`config.mk`:
```
export PLATFORM = sky130hd
export DESIGN_NAME = multicycle_control
export DESIGN_NICKNAME = d
export VERILOG_FILES = /design/src/rtl/multicycle_control_pkg.sv /design/src/rtl/multicycle_next_state.sv /design/src/rtl/multicycle_control.sv
export SDC_FILE = /design/constraint.sdc
export NUM_CORES = 1
export LEC_CHECK = 0
export CORE_MARGIN = 2
export CORE_UTILIZATION = 30
export CTS_CLUSTER_SIZE = 8
export DETAILED_ROUTE_END_ITERATION = 8
export PLACE_DENSITY = 0.78
export SKIP_LAST_GASP = 1
export SLEW_MARGIN = 20
export SYNTH_ARGS = -nofsm -noshare
export SYNTH_HDL_FRONTEND = slang
export SYNTH_SLANG_ARGS = --single-unit
export TNS_END_PERCENT = 1
```
`constraint.sdc`:
```
create_clock -name clk -period 3.8 [get_ports clk]
set_clock_uncertainty 0.05 [all_clocks]
set_input_delay 0.76 -clock clk [delete_from_list [all_inputs] [get_ports clk]]
set_output_delay 0.76 -clock clk [all_outputs]
set_load 0.05 [all_outputs]
```
`src/rtl/multicycle_control_pkg.sv`:
```
// Shared encodings for the multicycle MIPS controller: states, opcodes, mux selects.
// The JR_SUPPORT_EN macro (used by the controller files) enables jr decoding.
package multicycle_control_pkg;

  localparam logic [3:0] S_FETCH  = 4'd0;
  localparam logic [3:0] S_DECODE = 4'd1;
  localparam logic [3:0] S_MEMADR = 4'd2;
  localparam logic [3:0] S_MEMRD  = 4'd3;
  localparam logic [3:0] S_MEMWB  = 4'd4;
  localparam logic [3:0] S_MEMWR  = 4'd5;
  localparam logic [3:0] S_EXEC   = 4'd6;
  localparam logic [3:0] S_RWB    = 4'd7;
  localparam logic [3:0] S_BRANCH = 4'd8;
  localparam logic [3:0] S_JUMP   = 4'd9;
  localparam logic [3:0] S_JR     = 4'd10;
  localparam logic [3:0] S_ADDIEX = 4'd11;
  localparam logic [3:0] S_ADDIWB = 4'd12;

  localparam logic [5:0] OP_RTYPE = 6'b000000;
  localparam logic [5:0] OP_LW    = 6'b100011;
  localparam logic [5:0] OP_SW    = 6'b101011;
  localparam logic [5:0] OP_BEQ   = 6'b000100;
  localparam logic [5:0] OP_J     = 6'b000010;
  localparam logic [5:0] OP_ADDI  = 6'b001000;
  localparam logic [5:0] JR_FUNCT = 6'b001000;

  localparam logic [1:0] PC_SRC_ALU    = 2'b00;
  localparam logic [1:0] PC_SRC_ALUOUT = 2'b01;
  localparam logic [1:0] PC_SRC_JUMP   = 2'b10;
  localparam logic [1:0] PC_SRC_RS     = 2'b11;

  localparam logic [1:0] ALUB_REG     = 2'b00;
  localparam logic [1:0] ALUB_FOUR    = 2'b01;
  localparam logic [1:0] ALUB_IMM     = 2'b10;
  localparam logic [1:0] ALUB_IMM_SH2 = 2'b11;

  localparam logic [1:0] ALUOP_ADD   = 2'b00;
  localparam logic [1:0] ALUOP_SUB   = 2'b01;
  localparam logic [1:0] ALUOP_FUNCT = 2'b10;

  // Opcode-only dispatch out of DECODE; FETCH marks an unsupported opcode.
  function automatic logic [3:0] decode_target(input logic [5:0] op);
    logic [3:0] target;
    target = S_FETCH;
    case (op)
      OP_LW, OP_SW: target = S_MEMADR;
      OP_RTYPE:     target = S_EXEC;
      OP_BEQ:       target = S_BRANCH;
      OP_J:         target = S_JUMP;
      OP_ADDI:      target = S_ADDIEX;
      default:      target = S_FETCH;
    endcase
    return target;
  endfunction

endpackage

```
`src/rtl/multicycle_next_state.sv`:
```
// Next-state logic of the multicycle controller (reset is applied by the caller).
// JR_SUPPORT_EN adds jr decoding and the JR state.
module multicycle_next_state
  import multicycle_control_pkg::*;
(
  input  logic [3:0] i_state,
  input  logic [5:0] i_op,
  input  logic [5:0] i_funct,
  output logic [3:0] o_next_state
);

`ifndef JR_SUPPORT_EN
  logic w_unused_funct;
  assign w_unused_funct = ^i_funct;
`endif

  // State transition table; unused codes fall back to FETCH.
  always_comb begin
    o_next_state = S_FETCH;
    case (i_state)
      S_FETCH:  o_next_state = S_DECODE;
      S_DECODE: begin
`ifdef JR_SUPPORT_EN
        if ((i_op == OP_RTYPE) && (i_funct == JR_FUNCT)) begin
          o_next_state = S_JR;
        end else begin
          o_next_state = decode_target(i_op);
        end
`else
        o_next_state = decode_target(i_op);
`endif
      end
      S_MEMADR: begin
        if (i_op == OP_LW) begin
          o_next_state = S_MEMRD;
        end else begin
          o_next_state = S_MEMWR;
        end
      end
      S_MEMRD:  o_next_state = S_MEMWB;
      S_EXEC:   o_next_state = S_RWB;
      S_ADDIEX: o_next_state = S_ADDIWB;
      default:  o_next_state = S_FETCH;
    endcase
  end

endmodule

```
`src/rtl/multicycle_control.sv`:
```
// Multicycle MIPS control FSM: state register plus Moore output decode (BRANCH pc_write follows zero).
// Define JR_SUPPORT_EN to compile in jr support.
module multicycle_control
  import multicycle_control_pkg::*;
(
  input  logic       clk,
  input  logic       rst,
  input  logic [5:0] op,
  input  logic [5:0] funct,
  input  logic       zero,
  output logic       pc_write,
  output logic [1:0] pc_src,
  output logic       ir_write,
  output logic       mem_read,
  output logic       mem_write,
  output logic       iord,
  output logic       mem_to_reg,
  output logic       reg_dst,
  output logic       reg_write,
  output logic       alu_src_a,
  output logic [1:0] alu_src_b,
  output logic [1:0] alu_op,
  output logic       illegal,
  output logic [3:0] state
);

  logic [3:0] r_state;
  logic [3:0] w_next_state;
  logic [3:0] w_cur_state;

  multicycle_next_state u_next_state (
    .i_state      (r_state),
    .i_op         (op),
    .i_funct      (funct),
    .o_next_state (w_next_state)
  );

  // State register with synchronous reset to FETCH.
  always_ff @(posedge clk) begin
    if (rst) begin
      r_state <= S_FETCH;
    end else begin
      r_state <= w_next_state;
    end
  end

  // While reset is held the controller presents FETCH, even before the first edge.
  assign w_cur_state = rst ? S_FETCH : r_state;
  assign state       = w_cur_state;

  // Output decode; anything not driven for a state stays 0.
  always_comb begin
    pc_write   = 1'b0;
    pc_src     = PC_SRC_ALU;
    ir_write   = 1'b0;
    mem_read   = 1'b0;
    mem_write  = 1'b0;
    iord       = 1'b0;
    mem_to_reg = 1'b0;
    reg_dst    = 1'b0;
    reg_write  = 1'b0;
    alu_src_a  = 1'b0;
    alu_src_b  = ALUB_REG;
    alu_op     = ALUOP_ADD;
    illegal    = 1'b0;
    case (w_cur_state)
      S_FETCH: begin
        mem_read  = 1'b1;
        ir_write  = 1'b1;
        pc_write  = 1'b1;
        alu_src_b = ALUB_FOUR;
      end
      S_DECODE: begin
        alu_src_b = ALUB_IMM_SH2;
        illegal   = (w_next_state == S_FETCH);
      end
      S_MEMADR, S_ADDIEX: begin
        alu_src_a = 1'b1;
        alu_src_b = ALUB_IMM;
      end
      S_MEMRD: begin
        mem_read = 1'b1;
        iord     = 1'b1;
      end
      S_MEMWB: begin
        reg_write  = 1'b1;
        mem_to_reg = 1'b1;
      end
      S_MEMWR: begin
        mem_write = 1'b1;
        iord      = 1'b1;
      end
      S_EXEC: begin
        alu_src_a = 1'b1;
        alu_op    = ALUOP_FUNCT;
      end
      S_RWB: begin
        reg_dst   = 1'b1;
        reg_write = 1'b1;
      end
      S_BRANCH: begin
        alu_src_a = 1'b1;
        alu_op    = ALUOP_SUB;
        pc_src    = PC_SRC_ALUOUT;
        pc_write  = zero;
      end
      S_JUMP: begin
        pc_write = 1'b1;
        pc_src   = PC_SRC_JUMP;
      end
`ifdef JR_SUPPORT_EN
      S_JR: begin
        pc_write = 1'b1;
        pc_src   = PC_SRC_RS;
      end
`endif
      S_ADDIWB: begin
        reg_write = 1'b1;
      end
      default: begin
        pc_write = 1'b0;
      end
    endcase
  end

endmodule

```
==> run summary, run 1 <==
flops & latches, synth: 4
Hold Buf Count CTS: 0
via/cell ratio: 5.40
DIE AREA: 2020 sq um
Die W: 44.9 um
reg2reg setup slack: 2.23 ns
Finished Layout Cells: 116
Worst Reg-to-Reg Cells: 4
nets@finish: 117
Crit path required time: 2.99 ns
htree depth: 1
max-cap viol count: 0
Post-synth EDFFs: 0
fin crit share: 90.4%
Synth Cell Area: 503 sq um
Hold Vio Cnt, Final: 0
first-pass iteration count of the detailed router: 3
biggest regs: r_state (4)
status: complete, no violations
Tmin final: 3.43 ns
Gate Count Post-Synth: 74
I/O Pins: 35
post-synth cell types: 32
Lkg Pwr: 0.000302 uW
placed insts: 113
CTS Buf Count: 3
ANT cells: 0
crit start category: input port
Core Region: 1540 sq um
Most flops, register: r_state
setup TNS: 0 ns
1st-iter DRT viols: 3
max FFs per register: 4
synth warn: 0
Initial Util: 32.6%
most common cell after layout, fill and taps aside: clkdlybuf4s50_1
most frequent cells in the layout: clkdlybuf4s50_1 (21), nor2_1 (7), nor3_1 (6)
placed cell area: 798 sq um
first-pass GRT wire length: 2440 um
post-synthesis sequential area ratio: 15.9%
RSZ-0062 raised after global routing: no
ratio of cells with drive above 1 in the final layout: 14.0%
CP arrival: 2.62 ns
vias in the first global route: 581
relative slew slack: 64.9%
Clock Latency Late Sink: 0.23 ns
# resized after CTS: 0
residual DRC count: 0
ANT nets after route: 0
Cell Pwr Density: 189 nW/um^2
Final setup viols: 0
critical path peak fanout: 9
Setup CP Type: in -> out
Global Route Usage Sum: 15.9%
reg-to-reg endpoint: r_state[3]
Worst setup EP type: primary output
Max Slew Vio Count: 0
Main synth FF type: dfxtp_1
Critical Path End: state[0]
synth-to-layout area growth: 63.2%
Overflow after GRT: 0
Post-Route WL: 1450 um
Final Instance Area: 821 sq um
Peak Freq: 291 MHz
Root Driver: clkbuf_4
syn nets: 89
Critical R2R Launch: r_state[1]
via count: 626
CTS Sinks: 4
Hold Path Class: reg -> reg
worst vdd ir: 103 uV
Clock Path Buffers: 2
IO buf count: 28
Slew @ Worst Pin: 0.526 ns
Worst-path clk slew: 0.04 ns
syn avg cell area: 6.80 sq um
CTS tree: yes
row count: 14
HPWL Detailed: 1130 um
buffers inserted by post-CTS timing repair: 0
Avg WL per Cell: 12.5 um
async set-or-reset flop fraction in the synthesized netlist: 0%
largest net degree at the start of global routing: 18
Die Ht: 44.9 um
initial antenna violation count: 0
Util after Layout: 53.2%
GP Congestion: 0.833
crit path from: rst
where the power goes:
part | total [uW] | internal, uW | leakage (uW) | switching, uW
clock | 51.0 | 35.2 | 0.0000138 | 15.8
combinational | 56.2 | 23.4 | 0.000256 | 32.8
sequential | 47.8 | 43.4 | 0.0000326 | 4.37
through the flow:
step	setup WS, ns	total power [uW]	hold slack (ns)
2_1_floorplan	-0.0355	80.2	0.512
3_3_place_gp	0.375	104	0.678
5_1_grt	0.250	163	0.738
3_5_place_dp	0.362	105	0.693
6_report	0.366	155	0.703
4_1_cts	0.362	157	0.695
worst min-delay path by stage:
stage                    start         end  slack [ns]  cells after the start
floorplan           r_state[2]  r_state[2]        0.51                      3
global placement    r_state[2]  r_state[1]        0.68                      2
detailed placement  r_state[2]  r_state[1]        0.69                      2
CTS                 r_state[2]  r_state[1]        0.70                      2
global route        r_state[2]  r_state[1]        0.74                      2
finish              r_state[2]  r_state[1]        0.70                      2
synth_stat cells, types with 2 or more instances:
cell       instances  area [sq um]
a2111oi_0          2          17.5
nor2_1             7          26.3
clkbuf_1           3          11.3
or3_1              3          18.8
xor2_1             2          17.5
a21oi_1            3          15.0
nor2b_1            3          18.8
o31ai_1            2          15.0
nor3_1             6          30.0
xnor2_1            2          17.5
o21ai_0            5          25.0
nand3_1            2          10.0
nand2_1            5          18.8
nand2b_1           3          18.8
and3_1             3          18.8
inv_1              3          11.3
dfxtp_1            4          80.1
and2_1             2          12.5
final cells by class:
class                           count  area, sq um
Sequential cell                     4         80.1
Inverter                            4         15.0
Multi-Input combinational cell     60          375
Timing Repair Buffer               29          308
Clock buffer                        3         22.5
Fill cell                         163          721
Tap cell                           16         20.0
cell families (layout without fill, tap and decap cells):
group,count (synthesis),count (layout),synth area share [%]
xor gates and xnor gates,4,4,6.97
muxes,1,1,1.99
DFF,4,4,15.9
and+or+nand+nor,38,38,40.6
AOI/OAI and AO/OA,17,17,24.6
buffers and inverters,10,36,9.95
layer usage:
metal  share of wire, %  wire, um  track usage [%]
met5                  0         0                0
met2                 49       714             26.3
met3                4.5        66            0.400
met4                  0         0             8.24
met1                 46       671             20.9
critical path, cell delays in order:
cell and delay, ns:
clkdlybuf4s50_1 0.56, inv_1 0.21, nand2_1 0.16, inv_2 0.13, clkdlybuf4s50_1 0.80
(Power assumes the default switching activity.)
==> inputs of run 2 (changes only) <==
Settings changed: CORE_MARGIN 2 to 8, RECOVER_POWER set to 100.
==> run 2 against run 1 <==
  * Critical path depth increased by 1
  * First-iteration DRC count increased to 5.0 times the previous value
  * Clock power increased by 4%
  * Wire length increased by 13%
  * Global-route usage decreased by 5.9 points
  * Non-clock buffer count unchanged
  * Sequential cell count unchanged
  * Core utilization decreased by 2.9 points
  * Power about the same
  * Sequential share of layout area increased by 0.57 points
==> run summary, run 2 (same netlist as run 1, synthesis figures left out) <==
residual DRC count: 0 (unchanged)
reg-to-reg endpoint: r_state[3]
Hold Vio Cnt, Final: 0 (unchanged)
critical path peak fanout: 9 (unchanged)
Worst setup EP type: primary output
Setup CP Type: in -> out
htree depth: 1 (unchanged)
I/O Pins: 35 (unchanged)
Clock Path Buffers: 2 (unchanged)
crit start category: input port
via count: 625 (-0.16%)
DIE AREA: 3240 sq um (+61%)
Lkg Pwr: 0.000299 uW (-0.92%)
Die W: 56.9 um (+27%)
IO buf count: 28 (unchanged)
Hold EP: r_state[1]
sequential share of power: 30.9% (about the same)
nets@finish: 117 (unchanged)
Avg WL per Cell: 14.1 um (+13%)
hold-critical path depth: 2 (unchanged)
max-cap viol count: 0 (unchanged)
fin crit share: 92.6% (+2.2 points)
Worst Reg-to-Reg Cells: 4 (unchanged)
status: complete, no violations
clock power share: 34.1% (+1.2 points)
Final setup viols: 0 (unchanged)
ANT cells: 0 (unchanged)
Core Region: 1540 sq um (unchanged)
max FFs per register: 4 (unchanged)
via/cell ratio: 5.39 (-0.16%)
first-pass iteration count of the detailed router: 4 (+1)
biggest regs: r_state (4)
CTS Buf Count: 3 (unchanged)
Crit path required time: 2.99 ns (about the same)
worst vdd ir: 84.7 uV (-18%)
Final Power: 155 uW (about the same)
relative slew slack: 59.2% (-5.7 points)
Final Instance Area: 776 sq um (-5.5%)
Tmin final: 3.52 ns (+0.0845 ns)
sw frac: 35.3% (+1.1 points)
largest net degree at the start of global routing: 18 (unchanged)
Hold Buf Count CTS: 0 (unchanged)
initial antenna violation count: 0 (unchanged)
vias in the first global route: 600 (+3.3%)
first-pass GRT wire length: 2710 um (+11%)
Initial Util: 32.6% (unchanged)
hold_ws: 0.713 ns (+0.00974 ns)
HPWL Detailed: 1290 um (+14%)
ratio of cells with drive above 1 in the final layout: 9.00% (-5.0 points)
Global Route Usage Sum: 10.0% (-5.9 points)
1st-iter DRT viols: 15 (+12)
Cell Pwr Density: 200 nW/um^2 (+5.9%)
synth-to-layout area growth: 54.2%
Peak Freq: 284 MHz (-2.4%)
Clock Latency Late Sink: 0.24 ns (about the same)
Worst-path clk slew: 0.04 ns (about the same)
GP Congestion: 0.770 (-7.6%)
Slew @ Worst Pin: 0.615 ns (+0.0889 ns)
Hold Path Class: reg -> reg
FILL cells: 167 (+2.5%)
P_int: 100 uW (-1.6%)
CP arrival: 2.71 ns (+0.09 ns)
reg2reg setup slack: 2.25 ns (+0.02 ns)
Overflow after GRT: 0 (unchanged)
Post-Route WL: 1640 um (+13%)
# resized after CTS: 0 (unchanged)
most frequent cells in the layout: dlygate4sd3_1 (15), nor2_1 (7), nor3_1 (6), clkdlybuf4s50_1 (6)
RSZ-0062 raised after global routing: no
CTS Sinks: 4 (unchanged)
Most flops, register: r_state
Critical R2R Launch: r_state[1]
row count: 14 (unchanged)
buffers inserted by post-CTS timing repair: 0 (unchanged)
CTS tree: yes
ANT nets after route: 0 (unchanged)
min-delay src: r_state[2]
most common cell after layout, fill and taps aside: dlygate4sd3_1
placed cell area: 798 sq um (unchanged)
Die Ht: 56.9 um (+27%)
power share of the combinational group: 35.1% (-1.2 points)
NetSw: 54.7 uW (+3.3%)
Max Slew Vio Count: 0 (unchanged)
Root Driver: clkbuf_4
run 2: changes by cell type in the layout (fill, tap and decap cells not counted), sizes merged:
cell / before / now
buf: 8 / 3
clkbuf: 3 / 8
clkdlybuf4s50: 21 / 6
dlygate4sd3: 0 / 15
run 2: how the worst max path moves through the flow:
stage          endpoint  slack (ns)  from
6_report        reg_dst        0.28   rst
5_1_grt         illegal        0.13   rst
4_1_cts        state[0]        0.36   rst
3_5_place_dp   state[0]        0.37   rst
3_3_place_gp   state[0]        0.36   rst
2_1_floorplan   illegal       -0.04   rst
run 2: through the flow:
stage / cells / util [%] / setup slack [ns] / setup TNS, ns
finish: 116 / 50.3 / 0.282 / 0
global route: 116 / 50.3 / 0.129 / 0
CTS: 116 / 53.2 / 0.363 / 0
detailed placement: 113 / 51.8 / 0.375 / 0
global placement: 113 / 51.8 / 0.358 / 0
floorplan: 74 / - / -0.0355 / -0.0355
run 2: critical path, stage by stage:
cell           delay (ns)
dlygate4sd3_1        0.66
nor2b_1              0.22
nand2b_1             0.13
or3_1                0.35
nor2_1               0.10
clkbuf_1             0.48
run 2: per-layer routing:
metal	track usage, %	up-vias	share of wire, %
met2	15.7	26	48
met5	0	-	0
li1	-	319	-
met4	7.05	0	1.9
met1	10.8	276	43
met3	3.76	4	7.5
run 2: power groups by stage:
stage	Clock (uW)	Sequential, uW	Combinational, uW
detailed placement	0	48.4	56.5
CTS	55.0	47.8	56.7
global placement	0	48.4	55.9
finish	52.8	47.9	54.4
floorplan	0	45.0	35.2
global route	56.6	48.3	58.5
run 2: layout make-up:
| type | instances | area [sq um] | share of cell area, % |
|---|---|---|---|
| Multi-Input combinational cell | 60 | 374 | 48.2 |
| Timing Repair Buffer | 29 | 264 | 34.0 |
| Sequential cell | 4 | 80.1 | 10.3 |
| Clock buffer | 3 | 22.5 | 2.90 |
| Tap cell | 16 | 20.0 | 2.58 |
| Inverter | 4 | 15.0 | 1.94 |
==> inputs of run 3 (changes only) <==
Settings changed: PLACE_DENSITY 0.78 to 0.79, SYNTH_HIERARCHICAL set to 1.
Clock period 3.8 ns to 3.05 ns, I/O delays scaled along.
==> run 3 against run 2 <==
  * Final cell count is 21% higher
  * Critical endpoint is now illegal
  * Synthesized area is 9.2% higher
  * Worst setup slack worse by 0.23 ns
==> run summary, run 3 <==
Main synth FF type: dfxtp_1
Die W: 58.8 um (+3.2%)
crit path cell chain: clkdlybuf4s15_1, or4_4, or3_4, a221oi_4, nor4_4, buf_12
Post-Route WL: 2030 um (+24%)
via count: 727 (+16%)
htree depth: 1 (unchanged)
Lkg Pwr: 0.000495 uW (+65%)
Overflow after GRT: 0 (unchanged)
flops & latches, synth: 4 (unchanged)
GP Congestion: 0.888 (+15%)
max FFs per register: 4 (unchanged)
Post-synth EDFFs: 0 (unchanged)
Crit path required time: 2.39 ns (-0.60 ns)
residual DRC count: 0 (unchanged)
biggest regs: r_state (4)
Peak Freq: 334 MHz
P_int: 156 uW (+55%)
Final Power: 240 uW (+55%)
power share of the combinational group: 48.4% (+13 points)
largest family of logic cells by synthesized area: simple AND/OR/NAND/NOR gates
initial antenna violation count: 0 (unchanged)
Post-Place Setup Slack: -0.201 ns (-0.576 ns)
Util after Layout: 69.3% (+19 points)
Global Route Usage Sum: 12.6% (+2.6 points)
via/cell ratio: 5.19 (-3.6%)
Core Region: 1730 sq um (+12%)
post-synthesis simple-gate area fraction: 44.6% (+4.1 points)
ANT cells: 0 (unchanged)
Setup CP Type: in -> out
CTS Sinks: 4 (unchanged)
Max stage delay on crit path: 0.56 ns (-0.10 ns)
post-synth top area cell: dfxtp_1
synth-to-layout area growth: 118%
Most flops, register: r_state
synth warn: 6 (+6)
count leader, synth: nor2b_1
hold_ws: 0.742 ns (+0.0287 ns)
Worst-path clk slew: 0.04 ns (about the same)
largest net degree at the start of global routing: 18 (unchanged)
DIE AREA: 3460 sq um (+6.6%)
Clock Latency Late Sink: 0.23 ns (about the same)
first-pass iteration count of the detailed router: 5 (+1)
clock power share: 26.6% (-7.5 points)
Hold Buf Count CTS: 0 (unchanged)
ANT nets after route: 0 (unchanged)
Tmin final: 2.99 ns
sw frac: 35.2% (-0.076 points)
1st-iter DRT viols: 15 (unchanged)
multiplexer share of the synthesized area: 0% (-2.0 points)
Synth top cells by count: nor2b_1 (8), inv_1 (6), nand2_1 (6), dfxtp_1 (4), nor3_1 (4)
Crit path max-delay family: simple AND/OR/NAND/NOR gates
IO buf count: 28 (unchanged)
largest cells by area after synthesis: dfxtp_1 (15%), nor2b_1 (9.1%), nor4b_1 (4.8%)
nets@finish: 132 (+13%)
Clock Path Buffers: 2 (unchanged)
Critical path buffers and inverters: 2 (unchanged)
Worst setup EP type: primary output
buffers inserted by post-CTS timing repair: 0 (unchanged)
HPWL Detailed: 1610 um (+24%)
first-pass GRT wire length: 3490 um (+29%)
vias in the first global route: 759 (+27%)
async set-or-reset flop fraction in the synthesized netlist: 0% (unchanged)
sequential share of power: 24.9% (-6.0 points)
ratio of cells with drive above 1 in the final layout: 42.6% (+34 points)
setup TNS: 0 ns (unchanged)
CTS Buf Count: 3 (unchanged)
Hold Path Class: reg -> reg
final worst-path setup slack: 0.0560 ns (-0.226 ns)
Slew @ Worst Pin: 0.586 ns (-0.0284 ns)
fin crit share: 98.2%
XOR/XNOR share of the synthesized area: 7.74% (+0.78 points)
Gate Count Post-Synth: 76 (+2.7%)
most common cell after layout, fill and taps aside: buf_12
Initial Util: 31.8% (-0.82 points)
CP arrival: 2.33 ns (-0.38 ns)
post-synthesis sequential area ratio: 14.6% (-1.3 points)
Hold Vio Cnt, Final: 0 (unchanged)
I/O Pins: 35 (unchanged)
most frequent cells in the layout: buf_12 (19), buf_4 (13), nor2b_1 (8)
Synth Cell Area: 549 sq um (+9.2%)
top-area cell type share of the netlist area: 14.6% (-1.3 points)
syn nets: 91 (+2.2%)
Avg WL per Cell: 14.5 um (+3.0%)
worst vdd ir: 107 uV (+26%)
complex-gate fraction of the synthesized area: 24.1% (-0.48 points)
crit start category: input port
syn avg cell area: 7.23 sq um (+6.3%)
Synth Area in Adders: 0% (unchanged)
status: complete, no violations
row count: 15 (+1)
Cell Pwr Density: 201 nW/um^2 (+0.39%)
NetSw: 84.5 uW (+54%)
CP max stage cell: or4_4
critical path peak fanout: 3 (-6)
max-cap viol count: 0 (unchanged)
Die Ht: 58.8 um (+3.2%)
CTS tree: yes
Root Driver: clkbuf_4
post-synth cell types: 36 (+13%)
relative slew slack: 60.4% (+1.2 points)
Final setup viols: 0 (unchanged)
Max Slew Vio Count: 0 (unchanged)
==> run 3: power by group through the flow <==
stage,clock (uW),sequential [uW],combinational (uW)
detailed placement,0,60.5,112
floorplan,0,58.2,53.7
global route,68.4,60.3,124
finish,63.9,59.8,116
CTS,66.4,59.6,114
global placement,0,60.1,109
==> run 3: logic make-up (layout without fill, tap and decap cells) <==
group | count (synthesis) | after routing
AND/OR/NAND/NOR | 39 | 39
AO/OA/AOI/OAI | 18 | 18
buffers and inverters | 11 | 50
XOR/XNOR | 4 | 4
flip-flops | 4 | 4
==> run 3: area by class of cell <==
cell class | instances | area (sq um)
Clock buffer | 3 | 22.5
Multi-Input combinational cell | 61 | 477
Sequential cell | 4 | 80.1
Timing Repair Buffer | 41 | 563
Tap cell | 25 | 31.3
Inverter | 6 | 22.5
Fill cell | 134 | 531
==> run 3: per-stage QoR <==
step	area [sq um]	std cells
after floorplan	562	76
after global placement	1130	137
after detailed placement	1130	137
after CTS	1170	140
after global routing	1200	140
final	1200	140
==> run 3: worst min-delay path: cells and delay by family (launching register included) <==
family           cells  cell delay, ns
AND/OR/NAND/NOR      2            0.19
AO/OA/AOI/OAI        2            0.18
flip-flops           1            0.37
==> run 3: timing repair <==
action / 4_1_cts / 5_1_grt
gates cloned: 0 / 0
resized for setup: 13 / 4
pin swaps: 7 / 2
setup endpoints to repair: 1 / 1
==> run 3: worst paths after layout <==
kind | end | depth (start not counted) | startpoint | slack (ns)
setup reg to reg | r_state[2] | 4 | r_state[0] | 1.28
hold reg to reg | r_state[1] | 4 | r_state[1] | 0.74
hold / removal | r_state[1] | 4 | r_state[1] | 0.74
setup / recovery | illegal | 6 | op[0] | 0.06
==> run 3: routing by layer <==
metal | global-route usage [%] | wire length, um | vias up
li1 | - | - | 360
met4 | 6.14 | 10 | 0
met1 | 13.6 | 831 | 335
met2 | 21.8 | 1060 | 30
met3 | 3.48 | 135 | 2
met5 | 0 | 0 | -
